$ cat src/rtl/sense_readout_if.sv
// sense_readout_if: request/result bundle between the array host side and
// the sense_readout controller. Parameters must match the attached controller.
interface sense_readout_if #(
    parameter int ROWS  = 4,
    parameter int COLS  = 4,
    parameter int ACC_W = 6
);
    localparam int AW = $clog2(ROWS);

    // host / array side to controller
    logic              cs;
    logic              w_en;
    logic              MAC_en;
    logic              acc_clr;
    logic              start;
    logic              BL_dummy;
    logic [COLS-1:0]   SA_out;
    logic [ROWS-1:0]   ML;

    // controller to array / host side
    logic              PRE;
    logic              SAE;
    logic              busy;
    logic              valid;
    logic              timeout_err;
    logic              match_hit;
    logic [AW-1:0]     match_addr;
    logic [ACC_W-1:0]  mac_sum;

    modport master (
        output cs, w_en, MAC_en, acc_clr, start, BL_dummy, SA_out, ML,
        input  PRE, SAE, busy, valid, timeout_err, match_hit, match_addr, mac_sum
    );

    modport slave (
        input  cs, w_en, MAC_en, acc_clr, start, BL_dummy, SA_out, ML,
        output PRE, SAE, busy, valid, timeout_err, match_hit, match_addr, mac_sum
    );
endinterface

$ cat src/rtl/sense_readout.sv
// sense_readout: read-side sequencer for the CAM/MAC bit-cell array.
// Runs precharge -> evaluate -> sense -> capture, self-timed by the dummy
// bitline, and reports either a CAM hit/priority address or a MAC popcount.
// Optional feature macro MAC_ACC_EN: when defined, MAC popcounts accumulate
// (saturating) into mac_sum and acc_clr is honoured; when undefined, mac_sum
// is simply the popcount of the latest MAC operation.
module sense_readout #(
    parameter int ROWS    = 4,
    parameter int COLS    = 4,
    parameter int ACC_W   = 6,
    parameter int PRE_CYC = 2,
    parameter int TIMEOUT = 15
) (
    input  logic           clk,
    input  logic           rst_n,
    sense_readout_if.slave sr
);
    localparam int AW      = $clog2(ROWS);
    localparam int PC_W    = $clog2(COLS + 1);
    localparam int CNT_MAX = (PRE_CYC > TIMEOUT) ? PRE_CYC : TIMEOUT;
    localparam int CNT_W   = $clog2(CNT_MAX + 1);
    localparam logic [CNT_W-1:0] CNT_FULL = '1;

    typedef enum logic [2:0] {
        S_IDLE  = 3'd0,
        S_PRECH = 3'd1,
        S_EVAL  = 3'd2,
        S_SENSE = 3'd3,
        S_CAPT  = 3'd4
    } state_t;

    // number of set bits in a sense-amp column vector
    function automatic logic [PC_W-1:0] popcount(input logic [COLS-1:0] v);
        logic [PC_W-1:0] n;
        n = '0;
        for (int i = 0; i < COLS; i++) begin
            n = n + PC_W'(v[i]);
        end
        return n;
    endfunction

    // lowest-index set match line; row 0 wins, 0 when nothing matched
    function automatic logic [AW-1:0] prio_enc(input logic [ROWS-1:0] v);
        logic [AW-1:0] a;
        a = '0;
        for (int i = ROWS - 1; i >= 0; i--) begin
            a = v[i] ? AW'(i) : a;
        end
        return a;
    endfunction

    state_t            state_r, state_n;
    logic [CNT_W-1:0]  cnt_r;
    logic              bl_meta_r, bl_sync_r;
    logic              done_s;
    logic              accept_s, capture_s, commit_s, timeout_s;
    logic              mode_r;
    logic [ROWS-1:0]   ml_cap_r;
    logic [COLS-1:0]   sa_cap_r;
    logic [PC_W-1:0]   pc_s;
    logic              pre_r, sae_r, busy_r, valid_r, timeout_err_r;
    logic              hit_r;
    logic [AW-1:0]     addr_r;
    logic [ACC_W-1:0]  mac_sum_r;

    // Two-flop synchronizer for the asynchronous dummy bitline.
    always_ff @(posedge clk or negedge rst_n) begin
        if (!rst_n) begin
            bl_meta_r <= 1'b0;
            bl_sync_r <= 1'b0;
        end else begin
            bl_meta_r <= sr.BL_dummy;
            bl_sync_r <= bl_meta_r;
        end
    end

    // Evaluation is complete once the dummy bitline has discharged.
    assign done_s = ~bl_sync_r;

    // FSM state register.
    always_ff @(posedge clk or negedge rst_n) begin
        if (!rst_n) begin
            state_r <= S_IDLE;
        end else begin
            state_r <= state_n;
        end
    end

    // Next-state logic and one-cycle event strobes; chip-select low aborts.
    always_comb begin
        state_n   = state_r;
        accept_s  = 1'b0;
        capture_s = 1'b0;
        commit_s  = 1'b0;
        timeout_s = 1'b0;
        case (state_r)
            S_IDLE: begin
                if (sr.start && sr.cs && !sr.w_en) begin
                    state_n  = S_PRECH;
                    accept_s = 1'b1;
                end else begin
                    state_n = S_IDLE;
                end
            end
            S_PRECH: begin
                if (!sr.cs) begin
                    state_n = S_IDLE;
                end else if (cnt_r == CNT_W'(PRE_CYC - 1)) begin
                    state_n = S_EVAL;
                end else begin
                    state_n = S_PRECH;
                end
            end
            S_EVAL: begin
                if (!sr.cs) begin
                    state_n = S_IDLE;
                end else if (done_s) begin
                    state_n = S_SENSE;
                end else if (cnt_r == CNT_W'(TIMEOUT - 1)) begin
                    state_n   = S_IDLE;
                    timeout_s = 1'b1;
                end else begin
                    state_n = S_EVAL;
                end
            end
            S_SENSE: begin
                if (!sr.cs) begin
                    state_n = S_IDLE;
                end else begin
                    state_n   = S_CAPT;
                    capture_s = 1'b1;
                end
            end
            S_CAPT: begin
                if (!sr.cs) begin
                    state_n = S_IDLE;
                end else begin
                    state_n  = S_IDLE;
                    commit_s = 1'b1;
                end
            end
            default: begin
                state_n = S_IDLE;
            end
        endcase
    end

    // Cycle counter shared by PRECH and EVAL; restarts on every state change.
    always_ff @(posedge clk or negedge rst_n) begin
        if (!rst_n) begin
            cnt_r <= '0;
        end else if (state_n != state_r) begin
            cnt_r <= '0;
        end else if (cnt_r != CNT_FULL) begin
            cnt_r <= cnt_r + CNT_W'(1);
        end else begin
            cnt_r <= cnt_r;
        end
    end

    // Array controls and status decoded from the next state so they are flop outputs.
    always_ff @(posedge clk or negedge rst_n) begin
        if (!rst_n) begin
            pre_r   <= 1'b0;
            sae_r   <= 1'b0;
            busy_r  <= 1'b0;
            valid_r <= 1'b0;
        end else begin
            pre_r   <= (state_n == S_PRECH);
            sae_r   <= (state_n == S_SENSE);
            busy_r  <= (state_n != S_IDLE);
            valid_r <= commit_s | timeout_s;
        end
    end

    // Operation mode latch and sticky timeout flag (cleared by the next accepted start).
    always_ff @(posedge clk or negedge rst_n) begin
        if (!rst_n) begin
            mode_r        <= 1'b0;
            timeout_err_r <= 1'b0;
        end else if (accept_s) begin
            mode_r        <= sr.MAC_en;
            timeout_err_r <= 1'b0;
        end else if (timeout_s) begin
            mode_r        <= mode_r;
            timeout_err_r <= 1'b1;
        end else begin
            mode_r        <= mode_r;
            timeout_err_r <= timeout_err_r;
        end
    end

    // Latch match lines and sense-amp outputs at the end of the SAE cycle.
    always_ff @(posedge clk or negedge rst_n) begin
        if (!rst_n) begin
            ml_cap_r <= '0;
            sa_cap_r <= '0;
        end else if (capture_s) begin
            ml_cap_r <= sr.ML;
            sa_cap_r <= sr.SA_out;
        end else begin
            ml_cap_r <= ml_cap_r;
            sa_cap_r <= sa_cap_r;
        end
    end

    assign pc_s = popcount(sa_cap_r);

    // CAM result registers, updated only by a completed CAM operation.
    always_ff @(posedge clk or negedge rst_n) begin
        if (!rst_n) begin
            hit_r  <= 1'b0;
            addr_r <= '0;
        end else if (commit_s && !mode_r) begin
            hit_r  <= |ml_cap_r;
            addr_r <= prio_enc(ml_cap_r);
        end else begin
            hit_r  <= hit_r;
            addr_r <= addr_r;
        end
    end

`ifdef MAC_ACC_EN
    localparam int SUM_W = ((ACC_W > PC_W) ? ACC_W : PC_W) + 1;
    localparam logic [ACC_W-1:0] ACC_MAX = '1;

    logic [SUM_W-1:0] sum_s;
    logic [ACC_W-1:0] sat_s;

    // Saturating accumulate of the current popcount.
    always_comb begin
        sum_s = SUM_W'(mac_sum_r) + SUM_W'(pc_s);
        if (sum_s > SUM_W'(ACC_MAX)) begin
            sat_s = ACC_MAX;
        end else begin
            sat_s = sum_s[ACC_W-1:0];
        end
    end

    // Accumulator; a clear coinciding with a MAC capture restarts from this popcount.
    always_ff @(posedge clk or negedge rst_n) begin
        if (!rst_n) begin
            mac_sum_r <= '0;
        end else if (commit_s && mode_r) begin
            mac_sum_r <= sr.acc_clr ? ACC_W'(pc_s) : sat_s;
        end else if (sr.acc_clr) begin
            mac_sum_r <= '0;
        end else begin
            mac_sum_r <= mac_sum_r;
        end
    end
`else
    logic unused_acc_clr_s;
    assign unused_acc_clr_s = sr.acc_clr;

    // Without accumulation mac_sum reports the popcount of the latest MAC operation.
    always_ff @(posedge clk or negedge rst_n) begin
        if (!rst_n) begin
            mac_sum_r <= '0;
        end else if (commit_s && mode_r) begin
            mac_sum_r <= ACC_W'(pc_s);
        end else begin
            mac_sum_r <= mac_sum_r;
        end
    end
`endif

    assign sr.PRE         = pre_r;
    assign sr.SAE         = sae_r;
    assign sr.busy        = busy_r;
    assign sr.valid       = valid_r;
    assign sr.timeout_err = timeout_err_r;
    assign sr.match_hit   = hit_r;
    assign sr.match_addr  = addr_r;
    assign sr.mac_sum     = mac_sum_r;

endmodule

$ cat src/flat_wrapper.sv
// flat-port wrapper written by rule: the top's interface ports become plain ports
module sense_readout_flat 
#(
    parameter int ROWS    = 4,
    parameter int COLS    = 4,
    parameter int ACC_W   = 6,
    parameter int PRE_CYC = 2,
    parameter int TIMEOUT = 15
)
  (clk, rst_n, sr_cs, sr_w_en, sr_MAC_en, sr_acc_clr, sr_start, sr_BL_dummy, sr_SA_out, sr_ML, sr_PRE, sr_SAE, sr_busy, sr_valid, sr_timeout_err, sr_match_hit, sr_match_addr, sr_mac_sum);
  sense_readout_if #(.ROWS(ROWS), .COLS(COLS), .ACC_W(ACC_W)) sr_i ();
  input  logic clk;
  input  logic rst_n;
  input wire logic [$bits(sr_i.cs)-1:0] sr_cs;
  input wire logic [$bits(sr_i.w_en)-1:0] sr_w_en;
  input wire logic [$bits(sr_i.MAC_en)-1:0] sr_MAC_en;
  input wire logic [$bits(sr_i.acc_clr)-1:0] sr_acc_clr;
  input wire logic [$bits(sr_i.start)-1:0] sr_start;
  input wire logic [$bits(sr_i.BL_dummy)-1:0] sr_BL_dummy;
  input wire logic [$bits(sr_i.SA_out)-1:0] sr_SA_out;
  input wire logic [$bits(sr_i.ML)-1:0] sr_ML;
  output wire logic [$bits(sr_i.PRE)-1:0] sr_PRE;
  output wire logic [$bits(sr_i.SAE)-1:0] sr_SAE;
  output wire logic [$bits(sr_i.busy)-1:0] sr_busy;
  output wire logic [$bits(sr_i.valid)-1:0] sr_valid;
  output wire logic [$bits(sr_i.timeout_err)-1:0] sr_timeout_err;
  output wire logic [$bits(sr_i.match_hit)-1:0] sr_match_hit;
  output wire logic [$bits(sr_i.match_addr)-1:0] sr_match_addr;
  output wire logic [$bits(sr_i.mac_sum)-1:0] sr_mac_sum;
  assign sr_i.cs = sr_cs;
  assign sr_i.w_en = sr_w_en;
  assign sr_i.MAC_en = sr_MAC_en;
  assign sr_i.acc_clr = sr_acc_clr;
  assign sr_i.start = sr_start;
  assign sr_i.BL_dummy = sr_BL_dummy;
  assign sr_i.SA_out = sr_SA_out;
  assign sr_i.ML = sr_ML;
  assign sr_PRE = sr_i.PRE;
  assign sr_SAE = sr_i.SAE;
  assign sr_busy = sr_i.busy;
  assign sr_valid = sr_i.valid;
  assign sr_timeout_err = sr_i.timeout_err;
  assign sr_match_hit = sr_i.match_hit;
  assign sr_match_addr = sr_i.match_addr;
  assign sr_mac_sum = sr_i.mac_sum;
  sense_readout #(.ROWS(ROWS), .COLS(COLS), .ACC_W(ACC_W), .PRE_CYC(PRE_CYC), .TIMEOUT(TIMEOUT)) u_core (.clk(clk), .rst_n(rst_n), .sr(sr_i));
endmodule
$ cat config.mk
export PLATFORM = sky130hd
export DESIGN_NAME = sense_readout_flat
export DESIGN_NICKNAME = d
export VERILOG_FILES = /design/src/rtl/sense_readout_if.sv /design/src/rtl/sense_readout.sv /design/src/flat_wrapper.sv
export SDC_FILE = /design/constraint.sdc
export NUM_CORES = 1
export LEC_CHECK = 0
export ABC_AREA = 1
export ABC_CLOCK_PERIOD_IN_PS = 1600
export CAP_MARGIN = 40
export CORE_MARGIN = 5
export CORE_UTILIZATION = 35
export CTS_CLUSTER_DIAMETER = 30
export CTS_CLUSTER_SIZE = 16
export DETAILED_ROUTE_END_ITERATION = 7
export PLACE_DENSITY_LB_ADDON = 0.2
export SYNTH_ARGS = -nofsm -noshare
export SYNTH_HDL_FRONTEND = slang
export SYNTH_SLANG_ARGS = --single-unit
$ cat constraint.sdc
create_clock -name clk -period 1.6 [get_ports clk]
set_input_delay 0.4 -clock clk [delete_from_list [all_inputs] [get_ports clk]]
set_output_delay 0.4 -clock clk [all_outputs]
set_load 0.01 [all_outputs]
=== Yosys cells after proc, flatten, opt, wreduce, memory -nomap -nowiden ===
Cells that the tools add are included.

* Add/subtract/negate cells: 4
* Equal/unequal tests: 10
* Multiplexer cells: 25
* Bitwise logic cells: 1
* Reductions and logical operators: 11

{| class="wikitable"
|+ Operators by type and width
! kind !! count
|-
| $mux 1 || 12
|-
| $mux 2 || 6
|-
| $mux 3 || 4
|-
| $pmux 3 s4 || 1
|-
| $eq 3x2->1 const B || 3
|-
| $mux 4 || 2
|-
| $add 3x1->3 || 2
|-
| $eq 3x1->1 const B || 2
|-
| $add 4x1->4 const B || 1
|-
| $eq 4x1->1 const B || 1
|-
| $eq 4x4->1 const B || 1
|-
| $logic_and 1x1->1 || 4
|-
| $ne 4x4->1 const B || 1
|-
| $reduce_bool 2->1 || 2
|-
| $reduce_or 4->1 || 1
|-
| $eq 3x3->1 const B || 1
|-
| $logic_not 3->1 || 1
|-
| $ne 3x3->1 || 1
|-
| $reduce_bool 3->1 || 1
|-
| $add 1x1->2 || 1
|-
| $logic_not 1->1 || 2
|-
| $or 1x1->1 || 1
|}

* Bits in registers: 29
* Logic and storage cells: 66

=== Depth between registers and ports, before layout ===
Gate-level depths: netlist of run 1.

* Word-level depth: 7
* Gate-level depth with buffers: 11
* Mapped depth without buffers: 11

=== Worst setup path after synthesis of run 1 ===
Ideal clock, no wire load.

* Path type: reg-to-reg
* Start: reg u_core.sa_cap_r[0]
* End: reg u_core.mac_sum_r[1] (netlist: u_core.sr.mac_sum[1])
* Arrival time: 1591 ps
* Required time: 1475 ps
* Slack: -116 ps
* Stages on the path, launching flop included: 5
* Buffers on the path: 0
* Path through: dfrtp_1 -> ha_1 -> fa_1 -> ha_1 -> mux2_2

* Cells in the longest elaborated chain, start to end: 3

{| class="wikitable"
|+ Ends and longest elaborated chain
! what !! line !! RTL
|-
| from (decl) || sense_readout.sv:59 || <nowiki>logic [COLS-1:0] sa_cap_r;</nowiki>
|-
| from (signal assigned) || sense_readout.sv:200 || <nowiki>sa_cap_r <= sr.SA_out;</nowiki>
|-
| from (signal assigned) || sense_readout.sv:203 || <nowiki>sa_cap_r <= sa_cap_r;</nowiki>
|-
| $add 1x1->2 || sense_readout.sv:37 || <nowiki>n = n + PC_W'(v[i]);</nowiki>
|-
| $add 3x1->3 (2 in a row) || sense_readout.sv:37 ||
|-
| via u_core.pc_s[1] || sense_readout.sv:60 || <nowiki>logic [PC_W-1:0] pc_s;</nowiki>
|-
| to (signal assigned) || sense_readout.sv:261 || <nowiki>mac_sum_r <= ACC_W'(pc_s);</nowiki>
|-
| to (signal assigned) || sense_readout.sv:263 || <nowiki>mac_sum_r <= mac_sum_r;</nowiki>
|-
| to (decl) || sense_readout.sv:64 || <nowiki>logic [ACC_W-1:0] mac_sum_r;</nowiki>
|}

The timed path passes the listed nets, and every way through them passes these cells.
A chain may end at the register's enable or synchronous reset.

=== Final worst setup path of run 1 ===
Same ends and word-level chain as after synthesis.

==> results.yml, run 1 <==
clocking:
  htreeDepth: 2
  clock_sinks: 29
  cts_tree: "built"
  cts_made_buffers: 5
  cts_root_buf: "clkbuf_8"
  clock_path_buffers: 2
  clkTransAtPathRegs_ps: 60
  insertion_delay_ps: 280
sta:
  hold_slack_ps: 346
  period_share_pct: 102
  timing.final.ws_setup_ps: -38.4
  final-max-slew-violation-count: 0
  min_period_ps: 1640
  fmax_mhz: 610
  hold_viol: 0
  setup_viol: 1
  skew_ps: 3.95
  rsz0062_at_grt: "yes"
drt:
  drtIter0Drc: 32
  remaining_drc_errors: 0
  routedWlPerCell_microns: 11.2
  final_antenna_net_count: 0
  drt_wl_total_microns: 2680
  via_per_inst: 4.36
  vias: 1047
  firstDrtPassIters: 4
power:
  p_sw_mw: 0.683
  peakVddDrop_mv: 0.735
  power.share.sequential_pct: 47.1
  powerDensity_nw_per_um2: 1180
  pwr-share-comb_pct: 25.7
  internal-power_mw: 1.48
  power_frac_clock_pct: 27.2
  switching_share_pct: 31.6
  leakagePower_nw: 1.01
setup_path:
  required_ps: 1760
  reg2reg_setup_slack_ps: -40
  r2r-end: "u_core.sr.mac_sum[1]$_DFFE_PN0P_"
  reg2reg_depth: 4
  cp.arrival_ps: 1800
  crit_type: "reg2reg"
  max_stage_delay_ps: 380
  critical_path.top_delay_family: "adder cells"
  critPathLaunchType: "flop"
  crit_path_max_fanout: 2
  cp-end-kind: "flop"
  r2r-start: "u_core.sa_cap_r[0]$_DFFE_PN0N_"
  cp_slowest_cell: "dfrtp_1"
  cp-startpoint: "u_core.sa_cap_r[0]$_DFFE_PN0N_"
  path_buf_inv: 0
  crit_chain: "ha_1 -> fa_2 -> ha_4 -> mux2_2"
placement:
  io_buffers: 25
  finalWeightedCongestion: 0.775
  placed_area_sq_um: 1720
  place_hpwl_microns: 2060
floorplanning:
  die-width_microns: 72.5
  die_h_microns: 72.5
  rows: 22
  io_pins: 30
  coreArea_sq_um: 3720
  initial_utilization_pct: 36.8
  dieArea_sq_um: 5260
synth:
  synth-edff-count: 0
  ys_async_sr_fraction_pct: 100
  yosysSeqAreaShare_pct: 53.0
  synth_cell_types: 24
  synthCells: 153
  netlist_area_sq_um: 1370
  synth_top_flop_cell: "dfrtp_1"
  yosys-top-cells-area: "dfrtp_1 53%, nand2_1 11%, inv_1 5.5%, ha_1 4.6%, nor2_1 4.1%"
  avgSynthCellArea_sq_um: 8.95
  yosysTopAreaCellShare_pct: 53.0
  ys_seq_elements: 29
  yosysWarnings: 0
  synth.largest_area_cell: "dfrtp_1"
finish:
  seq_area_sq_um: 726
  multiInputGateArea_sq_um: 544
  nFillCells: 372
  drive_above_1_share_pct: 14.1
  fin_area_sq_um: 1830
  diodes: 0
  nets: 214
  syn2layout_area_growth_pct: 33.6
global_route:
  grt_use_total_pct: 11.7
  grt_max_degree: 30
  antenna_found_initial: 0
  grt_pass1_wl_microns: 4670
  first_global_vias: 1107
  grt-ovfl-total: 0
min_path:
  hold_start: "u_core.bl_meta_r$_DFF_PN0_"
  min_to: "u_core.bl_sync_r$_DFF_PN0_"
  holdPathStages: 0
  hold_class: "reg2reg"
status:
  outcome: "complete, but fails checks"
  violations: "setup timing"
job:
  cap_violations: 0
==> cell usage in the layout, fill, tap and decap left out <==
cell / instances
fa_2: 1
nand3_2: 1
o2111ai_1: 1
mux2_2: 3
dlymetal6s2s_1: 3
ha_4: 1
clkinv_2: 1
clkdlybuf4s50_1: 22
clkbuf_1: 1
ha_1: 4
inv_1: 20
conb_1: 3
o21ai_0: 10
nand2_4: 1
nand3_1: 8
nor3_1: 1
nor2_2: 2
mux2i_1: 1
buf_4: 9
dfrtp_1: 29
nor2_1: 15
nand4_1: 4
o41ai_1: 1
inv_2: 2
a21oi_1: 1
clkbuf_8: 6
xor2_1: 1
nand2_1: 40
==> power by group through the flow <==
stage | combinational (mW) | clock [mW] | sequential (mW)
after floorplan | 0.362 | 0 | 1.01
after global placement | 0.526 | 0 | 1.02
after detailed placement | 0.567 | 0 | 1.03
after CTS | 0.575 | 0.611 | 1.02
after global routing | 0.650 | 0.634 | 1.04
final | 0.555 | 0.586 | 1.02
==> worst max path at each step <==
| stage | to | slack (ps) | depth (start not counted) |
|---|---|---|---|
| 6_report | u_core.sr.mac_sum[1]$_DFFE_PN0P_ | -40 | 4 |
| 5_1_grt | u_core.sr.mac_sum[1]$_DFFE_PN0P_ | -80 | 4 |
| 4_1_cts | u_core.sr.mac_sum[1]$_DFFE_PN0P_ | -80 | 4 |
| 3_5_place_dp | u_core.cnt_r[2]$_DFFE_PN0P_ | -150 | 10 |
| 3_3_place_gp | u_core.cnt_r[2]$_DFFE_PN0P_ | -130 | 10 |
| 2_1_floorplan | u_core.sr.mac_sum[1]$_DFFE_PN0P_ | -10 | 4 |
==> synthesized netlist by cell type, types with 2 or more instances <==
cell type,instances
buf_4,3
mux2_2,3
inv_2,2
o21ai_0,10
nor2_1,15
nand3_1,8
dfrtp_1,29
nand4_1,4
ha_1,5
inv_1,20
nor2_2,2
nand2_1,40
==> metrics by stage <==
step,setup TNS [ps],utilization [%],setup WS [ps],power [mW],instances
after floorplan,-11.3,-,-11.3,1.37,155
after global placement,-1320,46.4,-134,1.55,233
after detailed placement,-1650,46.4,-152,1.59,233
after CTS,-98.8,49.0,-76.3,2.20,240
after global routing,-137,49.2,-75.4,2.32,240
final,-38.4,49.2,-38.4,2.16,240
==> cells by family (layout without fill, tap and decap cells) <==
| logic type | after synthesis | count (layout) | synth area share [%] |
|---|---|---|---|
| buffers and inverters | 27 | 64 | 8.87 |
| AO/OA/AOI/OAI | 13 | 13 | 5.30 |
| multiplexers | 4 | 4 | 3.20 |
| adder cells (fa/ha/maj) | 6 | 6 | 6.03 |
| XOR/XNOR | 1 | 1 | 0.640 |
| AND/OR/NAND/NOR | 72 | 72 | 22.7 |
| other | 1 | 3 | 0.274 |
| flip-flops | 29 | 29 | 53.0 |
==> registers in the layout, summed over array words and instances, names as in the netlist, 2 cells and up <==
name and cells:
u_core.cnt_r 4, u_core.ml_cap_r 4, u_core.sa_cap_r 4, u_core.sr.mac_sum 3, u_core.sr.match_addr 2, u_core.state_r 3
==> metal layers <==
layer | GRT usage (%) | wire length [microns] | up-vias
met2 | 18.2 | 1240 | 27
li1 | - | - | 550
met3 | 5.12 | 236 | 5
met1 | 13.2 | 1160 | 465
met4 | 6.76 | 40 | 0
met5 | 0 | 0 | -
==> worst register-to-register path, delay by kind of cell, from the launching register on <==
kind	cells	cell delay, ps
fa+ha+maj	3	910
mux	1	250
flops	1	380
==> repair_timing <==
action | in CTS | in global routing
resized for setup | 1 | 3
buffers inserted | 0 | 0
pin swaps | 2 | 1
setup endpoints to repair | 2 | 6
hold buffers | 0 | 0
==> final cells by class <==
class,instances,area share [%]
repair buffers,34,17.8
clock buffers,7,4.72
inverters,23,4.79
well taps,48,3.28
multi-input cells,99,29.8
flip-flops and latches,29,39.7
(Power assumes the default switching activity.)
==> run 2: changes to the inputs <==
--- a/config.mk
+++ b/config.mk
@@ -8,11 +8,15 @@
 export ABC_AREA = 1
 export ABC_CLOCK_PERIOD_IN_PS = 1600
 export CAP_MARGIN = 40
+export CELL_PAD_IN_SITES_DETAIL_PLACEMENT = 0
+export CELL_PAD_IN_SITES_GLOBAL_PLACEMENT = 1
+export CORE_ASPECT_RATIO = 1.25
 export CORE_MARGIN = 5
-export CORE_UTILIZATION = 35
+export CORE_UTILIZATION = 33
 export CTS_CLUSTER_DIAMETER = 30
 export CTS_CLUSTER_SIZE = 16
 export DETAILED_ROUTE_END_ITERATION = 7
+export GPL_ROUTABILITY_DRIVEN = 0
 export PLACE_DENSITY_LB_ADDON = 0.2
 export SYNTH_ARGS = -nofsm -noshare
 export SYNTH_HDL_FRONTEND = slang
==> run 2 against run 1 <==
- the run now ends clean
- routed wire length up 3.2%
- sequential share of layout area fell by 1.5 points
- core utilization decreased by 2.5 points
- die area grew 5.4%
- critical path depth stayed put
- via count grew 2.2%
- clock-buffer cell count stayed put
- worst hold slack better by 8.4 ps
- flip-flop and latch count stayed put
- clock power up 33%
- clock skew up 1.7 ps
- register-to-register slack gained 40 ps
==> results.yml, run 2 (synthesized netlist as in run 1, its figures left out) <==
status:
  outcome: "complete, no violations"
sta:
  fin_setup_tns_ps: 0
  min_period_ps: 1600
  hold_slack_ps: 355
  rsz0062_at_grt: "yes"
  final-max-slew-violation-count: 0
  period_share_pct: 99.7
  hold_viol: 0
  skew_ps: 5.64
  setup_viol: 0
  fmax_mhz: 627
finish:
  syn2layout_area_growth_pct: 38.9
  nFillCells: 418
  nets: 216
  final_common_cell: "nand2_1"
  final_core_util_pct: 46.8
  multiInputGateArea_sq_um: 557
  diodes: 0
  drive_above_1_share_pct: 15.9
  seq_area_sq_um: 726
  layout_common_cells: "40 x nand2_1, 29 x dfrtp_1, 20 x inv_1, 20 x clkdlybuf4s50_1, 15 x nor2_1"
  stdcell_count: 251
  largestRegisters: "u_core.cnt_r (4), u_core.ml_cap_r (4), u_core.sa_cap_r (4)"
drt:
  routedWlPerCell_microns: 11.0
  via_per_inst: 4.26
  vias: 1070
  drt_wl_total_microns: 2760
  firstDrtPassIters: 4
  remaining_drc_errors: 0
  drtIter0Drc: 18
  final_antenna_net_count: 0
power:
  powerDensity_nw_per_um2: 1250
  peakVddDrop_mv: 0.626
  leakagePower_nw: 1.07
  total_power_mw: 2.37
clocking:
  cts_tree: "built"
  insertion_delay_ps: 280
  cts_made_buffers: 5
  clkTransAtPathRegs_ps: 60
  htreeDepth: 2
  cts_root_buf: "clkbuf_8"
  clock_path_buffers: 2
  clock_sinks: 29
setup_path:
  cp-end-kind: "flop"
  cp_common_cell: "ha_4"
  max_stage_delay_ps: 410
  crit_chain: "ha_4 -> fa_2 -> ha_4 -> mux2_2"
  crit_path_max_fanout: 2
  r2r-end: "u_core.sr.mac_sum[1]$_DFFE_PN0P_"
  reg2reg_depth: 4
  cp.arrival_ps: 1760
  reg2reg_setup_slack_ps: 4
  critPathLaunchType: "flop"
  required_ps: 1770
  cp_slowest_cell: "dfrtp_1"
  r2r-start: "u_core.sa_cap_r[1]$_DFFE_PN0N_"
  crit_type: "reg2reg"
floorplanning:
  rows: 26
  die-width_microns: 67.6
  coreArea_sq_um: 4070
  initial_utilization_pct: 33.7
  dieArea_sq_um: 5540
  io_pins: 30
  die_h_microns: 82.0
min_path:
  min_to: "u_core.bl_sync_r$_DFF_PN0_"
  hold_class: "reg2reg"
  hold_start: "u_core.bl_meta_r$_DFF_PN0_"
  holdPathStages: 0
placement:
  io_buffers: 25
  placed_cells: 242
  place_hpwl_microns: 2100
global_route:
  grt_pass1_wl_microns: 5150
  first_global_vias: 1156
  grt-ovfl-total: 0
  antenna_found_initial: 0
  grt_max_degree: 30
  grt_use_total_pct: 12.5
job:
  cap_violations: 0
run 2: changes by cell type in the layout (fill, tap and decap cells not counted):
| cell | delta |
|---|---|
| buf_4 | +2 |
| clkdlybuf4s50_1 | -2 |
| dlymetal6s2s_1 | +2 |
| bufinv_16 | +1 |
| ha_1 | -1 |
| ha_4 | +1 |
run 2: report_power, final:
part	internal (mW)	switching [mW]	leakage, nW
logic	0.263	0.308	0.634
registers	0.888	0.134	0.378
clock network	0.507	0.270	0.0585
total	1.66	0.712	1.07
run 2: final cells by class:
class	instances	share of cell area [%]
Sequential cell	29	38.2
Tap cell	56	3.68
Timing Repair Buffer	36	18.2
Inverter	23	4.61
Multi-Input combinational cell	99	29.3
Clock inverter	1	1.58
Clock buffer	7	4.54
run 2: routing by layer:
metal  global-route usage [%]  part of all wire, %  up-vias
met5                        0                    0        -
met4                     6.09                  2.0        0
met3                     3.97                  4.6        4
met2                     21.0                   52       20
met1                     14.1                   42      490
li1                         -                    -      556
run 2: worst max-delay path by stage:
stage,to,from,slack [ps]
final,u_core.sr.mac_sum[1]$_DFFE_PN0P_,u_core.sa_cap_r[1]$_DFFE_PN0N_,4
after global placement,u_core.cnt_r[2]$_DFFE_PN0P_,sr_cs,-140
after detailed placement,u_core.cnt_r[2]$_DFFE_PN0P_,sr_cs,-140
after global routing,u_core.sr.mac_sum[1]$_DFFE_PN0P_,u_core.sa_cap_r[1]$_DFFE_PN0N_,-30
after floorplan,u_core.sr.mac_sum[1]$_DFFE_PN0P_,u_core.sa_cap_r[1]$_DFFE_PN0N_,-10
after CTS,u_core.sr.mac_sum[1]$_DFFE_PN0P_,u_core.sa_cap_r[0]$_DFFE_PN0N_,-20
run 2: stage by stage:
| step | area [sq um] | worst slack (ps) |
|---|---|---|
| floorplan | 1380 | -11.3 |
| global placement | 1740 | -138 |
| detailed placement | 1740 | -135 |
| CTS | 1880 | -21.3 |
| global route | 1900 | -26.4 |
| finish | 1900 | 4.22 |
run 2: timing repair:
action	in CTS	in global routing
buffers inserted	0	1
pin swaps	2	2
hold buffers	0	0
endpoints found under the setup margin	2	8
resized for setup	2	5
run 2: worst max-delay path, delay by kind of cell, from the launching register on:
family,cells,cell delay (ps)
flops,1,410
fa+ha+maj,3,830
mux,1,250
==> run 3: changes to the inputs <==
--- a/config.mk
+++ b/config.mk
@@ -13,7 +13,6 @@
 export CORE_ASPECT_RATIO = 1.25
 export CORE_MARGIN = 5
 export CORE_UTILIZATION = 33
-export CTS_CLUSTER_DIAMETER = 30
 export CTS_CLUSTER_SIZE = 16
 export DETAILED_ROUTE_END_ITERATION = 7
 export GPL_ROUTABILITY_DRIVEN = 0
==> results of run 3 <==
The final DEF is identical to that of run 2; final timing and power are the same.
==> patch 1: new RTL, settings of run 3 <==
`ROWS` is set to 4 in 3 places; all go to 8.
--- a/src/rtl/sense_readout_if.sv
+++ b/src/rtl/sense_readout_if.sv
@@ -2,5 +2,5 @@
 // the sense_readout controller. Parameters must match the attached controller.
 interface sense_readout_if #(
-    parameter int ROWS  = 4,
+    parameter int ROWS  = 8,
     parameter int COLS  = 4,
     parameter int ACC_W = 6
--- a/src/rtl/sense_readout.sv
+++ b/src/rtl/sense_readout.sv
@@ -6,5 +6,5 @@
 // is simply the popcount of the latest MAC operation.
 module sense_readout #(
-    parameter int ROWS    = 4,
+    parameter int ROWS    = 8,
     parameter int COLS    = 4,
     parameter int ACC_W   = 6,
--- a/src/flat_wrapper.sv
+++ b/src/flat_wrapper.sv
@@ -2,5 +2,5 @@
 module sense_readout_flat 
 #(
-    parameter int ROWS    = 4,
+    parameter int ROWS    = 8,
     parameter int COLS    = 4,
     parameter int ACC_W   = 6,
Ports: changed (resized sr_ML and sr_match_addr); port bits go from 30 to 35. The function was not compared with the original's and may differ.
==> patch 1 against run 3 <==
  * The run now ends with setup timing left
  * Combinational power rose by 19%
  * Setup slack got worse by 0.034 ns
  * Clock power fell by 2%
  * Count of clock-buffer cells in the layout did not move
  * Routed wire length rose by 15%
  * Sequential cell count rose by 5
  * Area after synthesis rose by 17%
  * Total power rose by 12%
  * Design area rose by 14%
  * Non-clock buffer count rose by 4
==> patch 1: results (changes against run 3) <==
worst r2r path cells 4 (unchanged); largest cells by area after synthesis dfrtp_1 (53%), nand2_1 (10%), inv_1 (6.1%); Worst Hold Class reg2reg; n_diodes 0 (unchanged); setup TNS -0.0299 ns (-0.0299 ns); Final Worst Setup Slack -0.0299 ns (-0.0341 ns); Hold EP u_core.bl_sync_r$_DFF_PN0_; Routed Wire Length 3170 um (+15%); R2R Path Start u_core.sa_cap_r[1]$_DFFE_PN0N_; CP max FO 2 (unchanged); r2r endpoint u_core.sr.mac_sum[1]$_DFFE_PN0P_; vias in the first global route 1250 (+8.1%); DR pass1 iterations 4 (unchanged); leading register cell type out of synthesis dfrtp_1; Clock transition at path regs around 0.070 ns; Commonest cells post-synth nand2_1 (43), dfrtp_1 (34), inv_1 (26); pre-CTS WS -0.255 ns (-0.119 ns); top flop regs u_core.ml_cap_r (8), u_core.cnt_r (4), u_core.sa_cap_r (4); Worst path max stage delay 0.38 ns (-0.03 ns); GR Util All Layers 11.5% (-1.0 points); H-tree depth 2 (unchanged); post-synthesis xor/xnor area fraction 0.549% (-0.091 points); data arrival time of the worst path 1.80 ns (+0.04 ns); worst skew pair latency 0.28 ns (about the same); Mapped Cells 181 (+18%); Num CTS Buffers 5 (unchanged); initial antenna violation count 0 (unchanged); Post-Synth Adder-Cell Area 5.18% (-0.86 points); failing checks setup timing; mux cell area share after synthesis 2.75% (-0.45 points); Worst Skew 0.00241 ns (-0.00323 ns); maximum vdd drop 509 uV (-19%); layout cells sized above 1 13.3% (-2.6 points); Worst path slowest cell dfrtp_1; final setup fails 1 (+1); hold_sp u_core.bl_meta_r$_DFF_PN0_; Async S/R FF share, synth 100% (unchanged); Wirelength per Cell 11.1 um (+0.65%); DP Cell Count 278 (+15%); first-pass GRT wire length 5620 um (+9.1%); Nets 251 (+16%); Top Family by Delay on Critical Path adder cells; Hold Path Stages 0 (unchanged); post-CTS setup repair buffer count 0 (unchanged); Unique masters post-synth 25 (+4.2%); drt via density 4.36 (+2.2%); Iter 0 DRT Violations 65 (+47); YS warnings 0 (unchanged); Synth Area in Compound Gates 5.80% (+0.50 points); Final HPWL DP 2410 um (+15%); status finished with violations; CTS max path bufs 2 (unchanged); pin count of the biggest net entering global routing 35 (+17%); register area share after synthesis 53.3% (+0.32 points); Fill cells 466 (+11%); Root Buffer clkbuf_8; static leakage 1.19 nW (+11%); IO buf count 30 (+20%)
==> patch 1: repair_timing <==
action	4_1_cts	5_1_grt
cloned	0	0
setup endpoints to repair	4	7
pin swaps	3	3
gates resized for setup	7	4
==> patch 1: layout make-up <==
type	instances	area share, %
Clock buffer	7	3.51
Clock inverter	1	1.38
Inverter	30	5.18
Multi-Input combinational cell	114	28.7
Sequential cell	34	39.1
Tap cell	60	3.45
Timing Repair Buffer	40	18.6
==> patch 1: routing by layer <==
layer	vias to the layer above	global-route usage, %	wire, um	part of all wire, %
met5	-	0	0	0
met4	0	4.62	57	1.8
met3	5	4.25	205	6.5
met2	31	18.3	1480	47
met1	565	14.1	1430	45
li1	645	-	-	-
==> patch 1: worst max-delay path by stage <==
stage	endpoint	startpoint	depth (start not counted)
2_1_floorplan	u_core.sr.mac_sum[1]$_DFFE_PN0P_	u_core.sa_cap_r[1]$_DFFE_PN0N_	4
3_3_place_gp	u_core.sr.mac_sum[1]$_DFFE_PN0P_	sr_cs	4
3_5_place_dp	u_core.sr.mac_sum[2]$_DFFE_PN0P_	sr_cs	4
4_1_cts	u_core.sr.mac_sum[1]$_DFFE_PN0P_	u_core.sa_cap_r[0]$_DFFE_PN0N_	4
5_1_grt	u_core.sr.mac_sum[1]$_DFFE_PN0P_	u_core.sa_cap_r[1]$_DFFE_PN0N_	4
6_report	u_core.sr.mac_sum[1]$_DFFE_PN0P_	u_core.sa_cap_r[1]$_DFFE_PN0N_	4
==> patch 1: logic make-up after synthesis <==
kind of cell / count (synthesis)
AND/OR/NAND/NOR: 82
buffers and inverters: 35
adder cells (fa/ha/maj): 6
AO/OA/AOI/OAI: 18
multiplexers: 4
XOR/XNOR: 1
other: 1
flip-flops: 34
==> patch 1: stage by stage <==
| stage | hold WS, ns | instance area, um^2 | utilization (%) |
|---|---|---|---|
| 3_3_place_gp | 0.336 | 2040 | 43.2 |
| 6_report | 0.353 | 2170 | 46.0 |
| 3_5_place_dp | 0.341 | 2040 | 43.2 |
| 4_1_cts | 0.356 | 2160 | 45.8 |
| 5_1_grt | 0.369 | 2170 | 46.0 |
| 2_1_floorplan | 0.104 | 1610 | - |
==> patch 1: power by group <==
part | switching (mW) | total (mW) | leakage, nW | internal [mW]
registers | 0.141 | 1.21 | 0.425 | 1.07
logic | 0.376 | 0.678 | 0.709 | 0.302
clock network | 0.298 | 0.764 | 0.0524 | 0.466
==> patch 2: new RTL, settings of run 3 <==
Without the edit above. Re-encode `state_t` (5 states) as one-hot, 5 bits wide.
--- a/src/rtl/sense_readout.sv
+++ b/src/rtl/sense_readout.sv
@@ -22,10 +22,10 @@
     localparam logic [CNT_W-1:0] CNT_FULL = '1;
 
-    typedef enum logic [2:0] {
-        S_IDLE  = 3'd0,
-        S_PRECH = 3'd1,
-        S_EVAL  = 3'd2,
-        S_SENSE = 3'd3,
-        S_CAPT  = 3'd4
+    typedef enum logic [4:0] {
+        S_IDLE  = 5'b00001,
+        S_PRECH = 5'b00010,
+        S_EVAL  = 5'b00100,
+        S_SENSE = 5'b01000,
+        S_CAPT  = 5'b10000
     } state_t;
 
Check against the original RTL: same outputs for any inputs over 10 cycles, from zero or initial values and one cycle with rst_n low; not proved beyond that.
==> patch 2 against run 3 <==
  * Area after synthesis grew 10%
  * Setup slack lost 0.0035 ns
  * Sequential power shrank 4%
  * Total power shrank 7.5%
  * Fmax shrank 0.22%
  * Core utilization shrank 0.18 points
  * Via count grew 7.8%
  * Sequential cell count grew 2
  * Combinational power shrank 2%
  * Clock power shrank 15%
  * Design area grew 8.4%
  * Largest power group unchanged
  * Die area grew 8.7%
  * Routed wire length grew 13%
==> patch 2: results (changes against run 3) <==
status finished, final reports clean; Unique masters post-synth 27 (+13%); dpl cell area 1890 um^2 (+8.3%); static leakage 1.11 nW (+3.9%); IO buf count 25 (unchanged); site row count 27 (+3.8%); Worst path max stage delay 0.41 ns (about the same); DR pass1 iterations 4 (unchanged); pre-CTS WS -0.282 ns (-0.147 ns); Fill cells 428 (+2.4%); initial antenna violation count 0 (unchanged); first-pass GRT wire length 5460 um (+5.9%); GR Util All Layers 11.2% (-1.3 points); Commonest cells post-synth dfrtp_1 (30), inv_1 (22), nand2_1 (21); register area share after synthesis 51.5% (-1.5 points); pin count of the biggest net entering global routing 19 (-37%); Mapped Cells 158 (+3.3%); layout cells sized above 1 25.1% (+9.2 points); CTS max path bufs 2 (unchanged); Worst Hold Class reg2reg; DP Cell Count 249 (+2.9%); Post-Layout Cell Count 257 (+2.4%); Final HPWL DP 2430 um (+15%); leading register cell type out of synthesis dfrtp_1; Wirelength per Cell 12.1 um (+10%); Nets 220 (+1.9%); maximum vdd drop 638 uV (+1.9%); Iter 0 DRT Violations 99 (+81); largest cells by area after synthesis dfrtp_1 (50%), inv_1 (5.5%), nand2_1 (5.2%); Residual DRC 0 (unchanged); drt via density 4.49 (+5.2%); vias in the first global route 1189 (+2.9%); final hold vios 0 (unchanged); Top Family by Delay on Critical Path adder cells; Async S/R FF share, synth 100% (unchanged); Worst Skew 0.00688 ns (+0.00124 ns)
patch 2: cell types whose count changed after synthesis, moves of 3 or more:
cell,delta
nand2_2,+3
o21ai_0,+5
nand2_1,-19
nor2_2,+3
mux2_4,+3
patch 2: per-layer routing:
metal | wire length, um | up-vias | track usage [%] | part of all wire (%)
met1 | 1420 | 541 | 14.1 | 46
met3 | 116 | 4 | 3.28 | 3.7
met2 | 1540 | 27 | 18.1 | 49
li1 | - | 581 | - | -
met4 | 36 | 0 | 4.18 | 1.2
met5 | 0 | - | 0 | 0
patch 2: path summary, 6_finish.rpt:
path,from,endpoint,slack (ns),depth (start not counted)
worst max-delay path,u_core.sa_cap_r[1]$_DFFE_PN0P_,u_core.sr.mac_sum[1]$_DFFE_PN0P_,0.0007,4
worst min-delay path,u_core.bl_meta_r$_DFF_PN0_,u_core.bl_sync_r$_DFF_PN0_,0.36,0
worst max register to register,u_core.sa_cap_r[1]$_DFFE_PN0P_,u_core.sr.mac_sum[1]$_DFFE_PN0P_,0.0007,4
worst min register to register,u_core.bl_meta_r$_DFF_PN0_,u_core.bl_sync_r$_DFF_PN0_,0.36,0
max in group asynchronous,rst_n,u_core.state_r[2]$_DFF_PN0_,0.89,2
min in group asynchronous,rst_n,u_core.sr.match_hit$_DFFE_PN0P_,0.47,2
patch 2: worst reg2reg max path, delay by kind of cell (launching register included):
| family | cells | cell delay (ns) |
|---|---|---|
| flip-flops | 1 | 0.41 |
| multiplexers | 1 | 0.26 |
| adder cells (fa/ha/maj) | 3 | 0.81 |
patch 2: what timing repair did:
| item | 4_1_cts | 5_1_grt |
|---|---|---|
| pin swaps | 2 | 5 |
| setup endpoints to repair | 6 | 14 |
| gates resized for setup | 2 | 19 |
| endpoints found under the hold margin | 0 | 0 |
patch 2: final cells by class:
cell class                      count  area, um^2  area share [%]
Clock buffer                        8         100            4.85
Multi-Input combinational cell    102         684            33.2
Tap cell                           58        72.6            3.52
Inverter                           23        86.3            4.19
Timing Repair Buffer               35         339            16.4
Sequential cell                    31         779            37.8
patch 2: logic make-up after synthesis:
kind of cell / after synthesis / share of synthesized area [%]
AND/OR/NAND/NOR: 65 / 20.8
flip-flops: 31 / 51.5
buffers and inverters: 27 / 7.72
AO/OA/AOI/OAI: 18 / 6.22
multiplexers: 9 / 7.39
adder cells (fa/ha/maj): 6 / 5.48
other: 1 / 0.249
XOR/XNOR: 1 / 0.581
patch 2: power breakdown:
group          switching (mW)  internal, mW  total [mW]  leakage [nW]
Sequential             0.0862         0.889       0.975         0.400
Combinational           0.314         0.248       0.562         0.660
Clock                   0.265         0.392       0.657        0.0515
Total                   0.665          1.53        2.19          1.11
